<file path="src/rtl/display_edit_ctrl.sv">
// display_edit_ctrl: front-panel edit sequencer for the RTC display.
// Selects between live RTC time/date and user-edited values, times out idle
// edits on the 1 Hz tick, and hands confirmed edits to the RTC write path
// through a req/ack handshake with a bounded wait.
module display_edit_ctrl #(
  parameter int TIMEOUT_S = 30,
  parameter int ACK_WAIT  = 255
) (
  input  logic       clk,
  input  logic       reset,
  input  logic       tick_1hz,
  input  logic       prog_time,
  input  logic       prog_date,
  input  logic       key_act,
  input  logic       accept,
  input  logic       cancel,
  input  logic       wr_ack,
  output logic [1:0] seleccion,
  output logic       editing,
  output logic       wr_req,
  output logic       wr_target,
  output logic       wr_err
);

  localparam int IW = $clog2(TIMEOUT_S + 1);
  localparam int AW = $clog2(ACK_WAIT + 1);

  typedef enum logic [1:0] {SHOW, EDIT_TIME, EDIT_DATE, WRITE} state_t;

  state_t        state, state_nxt;
  logic [IW-1:0] idle_cnt, idle_nxt;
  logic [AW-1:0] ack_cnt, ack_nxt;
  logic          tgt_nxt;
  logic          err_nxt;

  // Mux select for a given state; WRITE keeps showing the field being written.
  function automatic logic [1:0] sel_of(input state_t s, input logic tgt);
    unique case (s)
      EDIT_TIME: sel_of = 2'b01;
      EDIT_DATE: sel_of = 2'b10;
      WRITE:     sel_of = tgt ? 2'b10 : 2'b01;
      default:   sel_of = 2'b00;
    endcase
  endfunction

  // Next state, counters and output intent.
  always_comb begin
    // NOTE: every signal gets a default before the case so no path leaves it
    // unassigned, which would otherwise infer a latch.
    state_nxt = state;
    idle_nxt  = idle_cnt;
    ack_nxt   = ack_cnt;
    tgt_nxt   = wr_target;
    err_nxt   = 1'b0;
    unique case (state)
      SHOW: begin
        idle_nxt = '0;
        ack_nxt  = '0;
        tgt_nxt  = 1'b0;
        if (prog_time)      state_nxt = EDIT_TIME;
        else if (prog_date) state_nxt = EDIT_DATE;
      end
      EDIT_TIME, EDIT_DATE: begin
        ack_nxt = '0;
        if (cancel) begin
          state_nxt = SHOW;
          idle_nxt  = '0;
        end else if (accept) begin
          state_nxt = WRITE;
          idle_nxt  = '0;
          tgt_nxt   = (state == EDIT_DATE);
        end else if (tick_1hz && idle_cnt == IW'(TIMEOUT_S)) begin
          state_nxt = SHOW;
          idle_nxt  = '0;
        end else if (key_act) begin
          idle_nxt = '0;
        end else if (tick_1hz && idle_cnt < IW'(TIMEOUT_S)) begin
          idle_nxt = idle_cnt + IW'(1);
        end
      end
      WRITE: begin
        // Ack on the expiry cycle counts as success, so it is tested first.
        if (wr_ack) begin
          state_nxt = SHOW;
          ack_nxt   = '0;
          tgt_nxt   = 1'b0;
        end else if (ack_cnt == AW'(ACK_WAIT - 1)) begin
          state_nxt = SHOW;
          ack_nxt   = '0;
          tgt_nxt   = 1'b0;
          err_nxt   = 1'b1;
        end else begin
          ack_nxt = ack_cnt + AW'(1);
        end
      end
      default: state_nxt = SHOW;
    endcase
  end

  // State, counters and registered outputs; async reset clears everything.
  always_ff @(posedge clk or negedge reset) begin
    if (!reset) begin
      state     <= SHOW;
      idle_cnt  <= '0;
      ack_cnt   <= '0;
      seleccion <= 2'b00;
      editing   <= 1'b0;
      wr_req    <= 1'b0;
      wr_target <= 1'b0;
      wr_err    <= 1'b0;
    end else begin
      // NOTE: non-blocking assignments so every register samples the values
      // from before this edge, independent of statement order.
      state     <= state_nxt;
      idle_cnt  <= idle_nxt;
      ack_cnt   <= ack_nxt;
      seleccion <= sel_of(state_nxt, tgt_nxt);
      editing   <= (state_nxt == EDIT_TIME) || (state_nxt == EDIT_DATE);
      wr_req    <= (state_nxt == WRITE);
      wr_target <= tgt_nxt;
      wr_err    <= err_nxt;
    end
  end

endmodule

</file>
<file path="config.mk">
export PLATFORM = sky130hd
export DESIGN_NAME = display_edit_ctrl
export DESIGN_NICKNAME = d
export VERILOG_FILES = /design/src/rtl/display_edit_ctrl.sv
export SDC_FILE = /design/constraint.sdc
export NUM_CORES = 1
export LEC_CHECK = 0
export BUFFER_PORTS_ARGS = -buffer_cell sky130_fd_sc_hd__buf_4
export CORE_ASPECT_RATIO = 0.8
export CORE_UTILIZATION = 55
export CTS_CLUSTER_DIAMETER = 150
export DETAILED_ROUTE_END_ITERATION = 10
export GPL_ROUTABILITY_DRIVEN = 0
export PLACE_DENSITY = 0.83
export SETUP_SLACK_MARGIN = 0.02
export SLEW_MARGIN = 20
export SYNTH_ARGS = -nofsm -noshare
export SYNTH_HDL_FRONTEND = slang
export SYNTH_SLANG_ARGS = --single-unit
</file>
<file path="constraint.sdc">
create_clock -name clk -period 2.35 [get_ports clk]
set_input_delay 0.235 -clock clk [delete_from_list [all_inputs] [get_ports clk]]
set_output_delay 0.235 -clock clk [all_outputs]
set_load 0.01 [all_outputs]
</file>
# After elaboration in Yosys (flattened, before gate mapping)
# Cells that the tools add are included.
# W data, S select, Z words.
dict set report classes {
  addsub 2
  n_eq_ne 9
  reduce_logical 8
  n_div 0
  muxes 27
  n_mul 0
  bitwise_logic 0
  n_lt_le_gt_ge 1
  shift 0
}
# cell count
set op_table {}
lappend op_table {{$mux W5} 5}
lappend op_table {{$mux W2} 8}
lappend op_table {{$mux W8} 2}
lappend op_table {{$pmux W8 S2} 1}
lappend op_table {{$pmux W2 S3} 2}
lappend op_table {{$pmux W5 S2} 1}
lappend op_table {{$add A8 B1 Y8 const B} 1}
lappend op_table {{$eq A2 B2 Y1 const B} 4}
lappend op_table {{$eq A8 B8 Y1 const B} 1}
lappend op_table {{$mux W1} 7}
lappend op_table {{$ne A6 B6 Y1 const B} 1}
lappend op_table {{$add A5 B1 Y5 const B} 1}
lappend op_table {{$eq A5 B5 Y1 const B} 1}
lappend op_table {{$lt A5 B5 Y1 const B} 1}
lappend op_table {{$eq A2 B1 Y1 const B} 2}
lappend op_table {{$pmux W1 S3} 1}
lappend op_table {{$reduce_or A3 Y1} 1}
lappend op_table {{$logic_and A1 B1 Y1} 2}
lappend op_table {{$logic_not A2 Y1} 1}
lappend op_table {{$reduce_and A2 Y1} 1}
lappend op_table {{$reduce_bool A2 Y1} 1}
lappend op_table {{$reduce_or A2 Y1} 1}
lappend op_table {{$logic_or A1 B1 Y1} 1}
dict set report word_totals {
  ram_bits 0
  out_inout_bits 6
  romBits 0
  n_memories 0
  wordCells 55
  reg_bits 21
  latchBits 0
}

# Longest topological paths before layout
# Gate-level depths: netlist of the first run.
dict set report depth {
  ltp_word 8
  ltp_mapped 10
}

# Least setup slack after synthesis of the first run
# No wires, ideal clock.
dict set report synth_path {
  kind {reg-to-reg}
  from {register state[1]}
  to {register seleccion[1]}
  setup_ns 0.125
  arrival_ns 2.032
  required_time_ns 2.225
  synth_period_minus_slack_ns 2.158
  stages_incl_launch_ff 10
  path_slack_ns 0.192
  path_cell_list {dfrtp_1 -> inv_1 -> ha_1 -> nor2b_1 -> a21oi_1 -> o21ai_0 -> o21a_4 -> ha_1 -> and2_1 -> mux2_4}
}
dict set report synth_between {
  elab_chain_len 6
  word_cells_on_any_way 21
  cone_classes {eq/ne: 6; mux: 13; reduce/logical: 2}
}
# element line
set synth_rtl {}
lappend synth_rtl {{start, declared} 30} ;# state_t state, state_nxt;
lappend synth_rtl {{start signal, assigned} 114} ;# state <= state_nxt;
lappend synth_rtl {{$mux W2} 72} ;# end else if (tick_1hz && idle_cnt == IW'(TIMEOUT_S)) begin
lappend synth_rtl {{$mux W2} 68} ;# end else if (accept) begin
lappend synth_rtl {{$mux W2} 65} ;# if (cancel) begin
lappend synth_rtl {{$pmux W2 S3 *} 55} ;# unique case (state)
lappend synth_rtl {{via state_nxt[1]} 30}
lappend synth_rtl {{$eq A2 B2 Y1 or $eq A2 B1 Y1 (tied branches)} 38} ;# unique case (s)
lappend synth_rtl {{$pmux W2 S3 *} 38}
lappend synth_rtl {{end signal, assigned} 117} ;# seleccion <= sel_of(state_nxt, tgt_nxt);
lappend synth_rtl {{end, declared} 18} ;# output logic [1:0] seleccion,
# Mark *: on every way through the listed nets, which the timed path passes. The rest lies on a longest branch.
# A chain may end at the register's enable or synchronous reset.

# Final worst setup path of the first run
dict set report layout_path {
  from {register state[0]}
  to {register seleccion[1]}
}
# The elaborated chain is that of the path after synthesis.

==> results.yml, run 1 <==
min_path:
  min_path_cells: 3
  hold_end: "wr_err"
  hp-start: "wr_ack"
  hold_path_class: "in -> reg"
critical_path:
  critPathKind: "reg -> reg"
  rrSetupSlack_ns: 0.17
  cp-end-kind: "flip-flop"
  worst_r2r_path_depth: 10
  timing.rr.start: "state[0]"
  r2r-end: "seleccion[1]"
  crit_path_max_fanout: 3
  start_kind: "flip-flop"
  worst_ep_arrival_time_ns: 2.39
  required_ns: 2.56
drt:
  via_per_inst: 5.43
  firstDrtPassIters: 4
  post_drt_wl_per_cell_um: 13.2
  drt_iter0_markers: 8
  ant_nets: 0
  drc_errors: 0
  routed-via-count: 841
  wl_um: 2050
cells_and_area:
  final_area_mm2: 0.00134
  syn2layout_area_growth_pct: 18.0
  drive_above_1_share_pct: 23.7
  nets: 150
  diodes: 0
grt:
  grt-ovfl-total: 0
  grt_max_degree: 22
  grt_usage_pct: 22.2
  first_global_vias: 796
  grt_pass1_wl_um: 3460
  antenna_found_initial: 0
die:
  dieWidth_um: 52.8
  chipHeight_um: 42.6
  floorplan.rows: 14
  coreArea_mm2: 0.00191
  initial_utilization_pct: 59.4
  ios: 15
  die-area_mm2: 0.00225
clock_tree:
  tritoncts: "built"
  clk_pin_slew_ns: 0.11
  cts_buffers: 3
  htree_levels: 1
  cts_buffer_depth: 2
  clock-sinks: 21
  clock_tree.root_cell: "clkbuf_4"
  clk_latency_ns: 0.31
run:
  drv_cap: 0
pwr:
  p_int_uw: 765
  ir_drop_v: 0.000662
  p_switching_uw: 417
  swShare_pct: 35.3
  p_per_area_mw_per_mm2: 884
  power_frac_comb_pct: 47.6
  p_clk_share_pct: 14.8
  p_seq_share_pct: 37.6
  cellLeakagePower_nw: 0.601
logic_synthesis:
  ys_ff_latch: 21
  synth_top_area_cell: "dfrtp_1"
  yosysUniqueCellTypes: 31
  syn_inst: 108
  syn_avg_cell_area_um2: 10.5
  syn_area_mm2: 0.00113
  yosys-top-cells-area: "dfrtp_1 46%, ha_1 9.9%, nor2_1 4.0%"
  synth_warnings: 0
  synth_top_area_share_pct: 46.4
  ys_seq_area_share_pct: 46.4
  syn_nets: 126
sta:
  finalCritPeriodShare_pct: 92.8
  setup_viol: 0
  slew_viol_final: 0
  finalHoldViolCount: 0
  tightest_slew_ns: 0.347
  hold_slack_ns: 0.187
  fmax_mhz: 458
  fin_crit_ns: 2.18
  max-slew-margin-rel_pct: 76.8
  rsz0062_at_grt: "no"
  fin_tns_setup_ns: 0
  clock-skew-final_ns: 0.000676
placed_design:
  dpl.hpwl_um: 1570
  port-buffer-count: 14
  placed_area_mm2: 0.00128
status:
  outcome: "finished clean"
## area by class of cell
cell class	instances	area (um^2)
multi-input cells	78	573
fillers	152	572
flip-flops and latches	21	526
repair buffers	20	153
inverters	8	30.0
well taps	24	30.0
clock buffers	4	26.3
## routing by layer
metal	GRT usage, %	vias to the layer above	share of wire, %
met4	10.5	0	2.0
met5	0	-	0
li1	-	419	-
met2	33.7	14	43
met1	27.4	404	51
met3	8.70	4	4.1
## logic make-up (layout without fill, tap and decap cells)
| group | count (synthesis) | count (layout) | synth area share, % |
|---|---|---|---|
| AO/OA/AOI/OAI | 15 | 15 | 9.93 |
| XOR/XNOR | 6 | 6 | 4.64 |
| adder cells (fa/ha/maj) | 9 | 9 | 9.93 |
| buffers and inverters | 9 | 32 | 3.64 |
| flip-flops | 21 | 21 | 46.4 |
| multiplexers | 5 | 5 | 4.86 |
| AND/OR/NAND/NOR | 43 | 43 | 20.6 |
## Yosys cell counts
cell      number
a41o_1         1
mux2i_1        4
and2_1         2
nand3_1        6
xor2_1         4
or3b_1         1
o21a_4         1
nand2b_1       3
buf_6          1
nand4_1        3
dfrtp_1       21
nor3_4         1
o211ai_2       1
xnor2_1        2
or4b_1         1
nor2_1        12
mux2_4         1
o32ai_1        1
nor2_2         1
a21oi_1        4
nand3b_1       1
nand2_1        8
o21ai_0        3
nor2b_1        3
and4_4         1
inv_1          8
o21ai_2        1
o311ai_1       1
ha_1           9
o211ai_1       1
o22ai_1        1
## sequential cells by signal (all words and copies together), names as in the netlist
name	cells
ack_cnt	8
editing	1
idle_cnt	5
seleccion	2
state	2
wr_err	1
wr_req	1
wr_target	1
## worst max-delay path by stage
stage	slack, ns	endpoint	startpoint
after floorplan	0.19	seleccion[1]	state[1]
after global placement	0.20	seleccion[1]	state[1]
after detailed placement	0.08	seleccion[1]	state[0]
after CTS	0.06	seleccion[1]	state[0]
after global routing	0.007	seleccion[1]	state[0]
final	0.17	seleccion[1]	state[0]
## critical path, cell delays in order, from the launching register on
cell	delay, ns
dfrtp_1	0.37
inv_1	0.07
ha_1	0.30
nor2b_1	0.16
a21oi_2	0.18
nor2_1	0.08
o211ai_2	0.23
inv_1	0.10
ha_2	0.19
and2_1	0.13
mux2_4	0.27
## repair_timing
action / in CTS / in global routing
hold buffers: 1 / 0
endpoints found under the hold margin: 21 / 0
endpoints found under the setup margin: 0 / 1
resized for setup: 0 / 2
buffers inserted: 0 / 2
## metrics by stage
stage | worst slack, ns | power, mW | std cells | utilization (%)
floorplan | 0.192 | 0.794 | 108 | -
global placement | 0.203 | 0.931 | 148 | 67.0
detailed placement | 0.0835 | 0.968 | 148 | 67.0
CTS | 0.0639 | 1.14 | 153 | 68.9
global route | 0.00668 | 1.28 | 155 | 70.1
finish | 0.169 | 1.18 | 155 | 70.1
## power by group through the flow
stage	Combinational [mW]	Sequential (mW)	Clock, mW
5_1_grt	0.633	0.451	0.194
3_3_place_gp	0.483	0.448	0
6_report	0.563	0.444	0.175
4_1_cts	0.517	0.445	0.179
3_5_place_dp	0.515	0.453	0
2_1_floorplan	0.322	0.472	0
## layout by cell type (no fill, tap or decap), types with 3 or more instances in the layout
cell type,instances
buf_4,19
ha_1,8
inv_1,8
nand2_1,8
nand3_1,6
nor2_1,12
a21oi_1,3
o21ai_0,3
nand4_1,3
dfrtp_1,21
nand2b_1,3
nor2b_1,3
clkbuf_4,3
xor2_1,4
mux2i_1,4
No activity file was read; power rests on OpenSTA's default activity.
==> run 2: changes to the inputs <==
--- a/config.mk
+++ b/config.mk
@@ -12,6 +12,7 @@
 export DETAILED_ROUTE_END_ITERATION = 10
 export GPL_ROUTABILITY_DRIVEN = 0
 export PLACE_DENSITY = 0.83
+export RECOVER_POWER = 100
 export SETUP_SLACK_MARGIN = 0.02
 export SLEW_MARGIN = 20
 export SYNTH_ARGS = -nofsm -noshare
==> results.yml, run 2 (synthesized netlist as in run 1, its figures left out) <==
clock_tree:
  tritoncts: "built"
  clk_latency_ns: 0.31
  clock_tree.root_cell: "clkbuf_4"
  htree_levels: 1
  clk_pin_slew_ns: 0.11
  cts_buffers: 3
  cts_buffer_depth: 2
  clock-sinks: 21
sta:
  clock-skew-final_ns: 0.000773
  setup_viol: 0
  fmax_mhz: 459
  finalCritPeriodShare_pct: 92.7
  tightest_slew_ns: 1.11
  fin_crit_ns: 2.18
  max-slew-margin-rel_pct: 26.1
  finalHoldViolCount: 0
  slew_viol_final: 0
  rsz0062_at_grt: "no"
  fin_tns_setup_ns: 0
die:
  initial_utilization_pct: 59.4
  dieWidth_um: 52.8
  floorplan.rows: 14
  chipHeight_um: 42.6
  coreArea_mm2: 0.00191
  die-area_mm2: 0.00225
  ios: 15
grt:
  first_global_vias: 796
  grt_usage_pct: 22.2
  antenna_found_initial: 0
  grt_pass1_wl_um: 3460
  grt-ovfl-total: 0
  grt_max_degree: 22
cells_and_area:
  regMostFlops: "ack_cnt"
  nets: 150
  largest_reg_flops: 8
  largestRegisters: "ack_cnt (8), idle_cnt (5)"
  layout_commonest_cell: "dfrtp_1"
  final_area_mm2: 0.00130
  utilization_pct: 68.3
  syn2layout_area_growth_pct: 15.0
  fin_cells: 155
  diodes: 0
  layout_common_cells: "21 x dfrtp_1, 12 x nor2_1, 10 x clkbuf_1, 10 x buf_4"
  drive_above_1_share_pct: 16.8
placed_design:
  port-buffer-count: 14
  placed_area_mm2: 0.00128
  dpl.hpwl_um: 1570
  placedCellCount: 148
drt:
  drc_errors: 0
  wl_um: 2040
  drt_iter0_markers: 8
  post_drt_wl_per_cell_um: 13.2
  routed-via-count: 852
  firstDrtPassIters: 4
  via_per_inst: 5.50
  ant_nets: 0
critical_path:
  crit_path_max_fanout: 3
  cp-end-kind: "flip-flop"
  worst_ep_arrival_time_ns: 2.39
  required_ns: 2.56
  critPathKind: "reg -> reg"
  start_kind: "flip-flop"
pwr:
  ir_drop_v: 0.000652
  p_per_area_mw_per_mm2: 881
  cellLeakagePower_nw: 0.567
min_path:
  hold_path_class: "in -> reg"
run:
  drv_cap: 0
status:
  outcome: "finished clean"
-- run 2: worst max-delay path, cell delays in order, from the launching register on --
cell      delay, ns
dfrtp_1        0.39
inv_1          0.10
ha_1           0.24
nor2b_1        0.16
a21oi_2        0.18
nor2_1         0.08
o211ai_2       0.23
inv_1          0.10
ha_2           0.19
and2_1         0.13
mux2_4         0.27
-- run 2: where the power goes --
group	leakage, nW	switching [mW]	total [mW]	internal [mW]
Sequential	0.285	0.0250	0.443	0.418
Clock	0.0150	0.109	0.176	0.0665
Combinational	0.267	0.283	0.531	0.248
Total	0.567	0.417	1.15	0.732
-- run 2: final cells by class --
type	instances	area, um^2
repair buffers	20	119
inverters	8	30.0
clock buffers	4	26.3
fillers	159	606
multi-input cells	78	573
flip-flops and latches	21	526
well taps	24	30.0
-- run 2: what timing repair did --
item / 4_1_cts / 5_1_grt
hold buffers: 1 / 0
hold endpoints to repair: 21 / 0
buffers inserted: 0 / 2
endpoints found under the setup margin: 0 / 1
resized for setup: 0 / 2
-- run 2: final timing paths --
path                       slack [ns]  startpoint  cells past startpoint           end
setup / recovery                 0.17    state[1]                     10  seleccion[1]
hold / removal                   0.18      wr_ack                      3        wr_err
setup reg to reg                 0.17    state[1]                     10  seleccion[1]
hold reg to reg                  0.52  ack_cnt[0]                      1    ack_cnt[0]
max in group asynchronous        1.05       reset                      2    ack_cnt[5]
min in group asynchronous        0.64       reset                      2   idle_cnt[2]
-- run 2: metal layers --
metal | track usage [%] | part of all wire [%] | vias to the layer above
met2 | 33.7 | 43 | 15
met5 | 0 | 0 | -
met4 | 10.5 | 2.1 | 0
met1 | 27.4 | 50 | 413
li1 | - | - | 420
met3 | 8.70 | 4.7 | 4
-- run 2: metrics by stage --
step | hold WS [ns] | total power [mW] | setup slack [ns]
5_1_grt | 0.183 | 1.24 | 0.0114
4_1_cts | 0.181 | 1.14 | 0.0639
3_3_place_gp | 0.126 | 0.931 | 0.203
6_report | 0.185 | 1.15 | 0.172
2_1_floorplan | -0.0606 | 0.794 | 0.192
3_5_place_dp | 0.133 | 0.968 | 0.0835
==> run 3: changes to the inputs <==
--- a/config.mk
+++ b/config.mk
@@ -7,11 +7,12 @@
 export LEC_CHECK = 0
 export BUFFER_PORTS_ARGS = -buffer_cell sky130_fd_sc_hd__buf_4
 export CORE_ASPECT_RATIO = 0.8
-export CORE_UTILIZATION = 55
+export CORE_UTILIZATION = 58
+export CTS_BUF_LIST = sky130_fd_sc_hd__clkbuf_8
 export CTS_CLUSTER_DIAMETER = 150
 export DETAILED_ROUTE_END_ITERATION = 10
 export GPL_ROUTABILITY_DRIVEN = 0
-export PLACE_DENSITY = 0.83
+export PLACE_DENSITY = 0.78
 export RECOVER_POWER = 100
 export SETUP_SLACK_MARGIN = 0.02
 export SLEW_MARGIN = 20
==> results.yml, run 3 (synthesized netlist as in run 1, its figures left out) <==
drt:
  drt_iter0_markers: 16
  via_per_inst: 5.67
  wl_um: 2300
  routed-via-count: 856
  post_drt_wl_per_cell_um: 15.2
  firstDrtPassIters: 4
  drc_errors: 0
  ant_nets: 0
pwr:
  p_int_uw: 749
  p_per_area_mw_per_mm2: 902
  p_switching_uw: 426
  ir_drop_v: 0.000781
  swShare_pct: 36.2
  p_seq_share_pct: 37.9
  power_frac_comb_pct: 42.7
  cellLeakagePower_nw: 0.570
  p_clk_share_pct: 19.4
placed_design:
  placedCellCount: 146
  dpl.hpwl_um: 1710
  port-buffer-count: 14
cells_and_area:
  largest_reg_flops: 8
  layout_commonest_cell: "dfrtp_1"
  drive_above_1_share_pct: 14.7
  multi_input_area_um2: 571
  diodes: 0
  register_area_um2: 526
  fin_cells: 151
  nets: 148
  syn2layout_area_growth_pct: 14.9
  regMostFlops: "ack_cnt"
  layout_common_cells: "21 x dfrtp_1, 12 x nor2_1, 9 x inv_1, 9 x ha_1, 9 x clkbuf_1"
  nFillCells: 123
  largestRegisters: "ack_cnt (8), idle_cnt (5)"
grt:
  first_global_vias: 834
  grt-ovfl-total: 0
  grt_pass1_wl_um: 3920
  antenna_found_initial: 0
  grt_usage_pct: 25.3
  grt_max_degree: 22
critical_path:
  slowest_stage: "dfrtp_1"
  worst_ep_arrival_time_ns: 2.37
  critPathKind: "reg -> reg"
  cp-end-kind: "flip-flop"
  path_delay_family: "adder cells"
  critical_path_buf_inv_count: 2
  crit_path_max_fanout: 3
  cp_cell_sequence: "inv_1, ha_1, nor2b_1, a21oi_2, nor2_1, o211ai_2, inv_1, ha_1, and2_1, mux2_4"
  start_kind: "flip-flop"
  slowest_delay_ns: 0.38
  required_ns: 2.49
sta:
  setup_viol: 0
  max-slew-margin-rel_pct: 26.9
  fin_crit_ns: 2.23
  fmax_mhz: 448
  tightest_slew_ns: 1.10
  slew_viol_final: 0
  fin_tns_setup_ns: 0
  hold_slack_ns: 0.258
  clock-skew-final_ns: 0.00330
  finalHoldViolCount: 0
  rsz0062_at_grt: "no"
  finalCritPeriodShare_pct: 94.9
clock_tree:
  htree_levels: 1
  cts_buffer_depth: 2
  clk_latency_ns: 0.26
  clock-sinks: 21
  cts_buffers: 3
  clock_tree.root_cell: "clkbuf_8"
  clk_pin_slew_ns: 0.07
  tritoncts: "built"
  cts_setup_buffers: 0
die:
  ios: 15
  initial_utilization_pct: 65.7
  floorplan.rows: 13
  coreArea_mm2: 0.00172
  die-area_mm2: 0.00214
  chipHeight_um: 41.5
  dieWidth_um: 51.4
status:
  outcome: "finished clean"
run:
  drv_cap: 0
min_path:
  hold_path_class: "in -> reg"
-- run 3: worst reg2reg max path: cells and delay by family (launching register included) --
kind                     cells  cell delay, ns
adder cells (fa/ha/maj)      2            0.51
multiplexers                 1            0.27
AND/OR/NAND/NOR              3            0.38
AO/OA/AOI/OAI                2            0.41
flip-flops                   1            0.38
buffers and inverters        2            0.18
-- run 3: path summary, 6_finish.rpt --
kind / start / to / slack (ns) / cells after the start
worst min register to register: ack_cnt[0] / ack_cnt[0] / 0.53 / 1
min in group asynchronous: reset / idle_cnt[4] / 0.69 / 2
worst max register to register: state[0] / seleccion[1] / 0.12 / 10
worst max-delay path: state[0] / seleccion[1] / 0.12 / 10
max in group asynchronous: reset / wr_target / 1.00 / 2
worst min-delay path: wr_ack / wr_err / 0.26 / 3
-- run 3: final cells by class --
cell class                      count  area share (%)
Multi-Input combinational cell     78            43.8
Sequential cell                    21            40.3
Timing Repair Buffer               18            7.97
Clock buffer                        3            3.17
Inverter                            8            2.31
Tap cell                           22            2.11
Clock inverter                      1           0.288
-- run 3: repair_timing --
item	in CTS	in global routing
endpoints found under the hold margin	21	0
hold buffers	1	0
setup endpoints to repair	0	1
resized for setup	0	1
-- run 3: power groups by stage --
stage	Sequential [mW]	Combinational [mW]	Clock, mW
after floorplan	0.472	0.322	0
after global placement	0.448	0.486	0
after detailed placement	0.451	0.525	0
after CTS	0.444	0.532	0.230
after global routing	0.450	0.558	0.249
final	0.445	0.501	0.228
-- run 3: through the flow --
stage | util, % | total power [mW] | area (um^2) | setup slack (ns)
floorplan | - | 0.794 | 1130 | 0.192
global placement | 74.1 | 0.934 | 1280 | 0.187
detailed placement | 74.1 | 0.976 | 1280 | 0.122
CTS | 77.3 | 1.21 | 1330 | 0.107
global route | 75.5 | 1.26 | 1300 | 0.0220
finish | 75.5 | 1.17 | 1300 | 0.120
-- run 3: per-layer routing --
metal	up-vias	track usage, %	wire, um
met5	-	0	0
met1	422	34.0	1050
met2	17	41.0	1150
met4	0	3.24	13
li1	415	-	-
met3	2	7.69	91
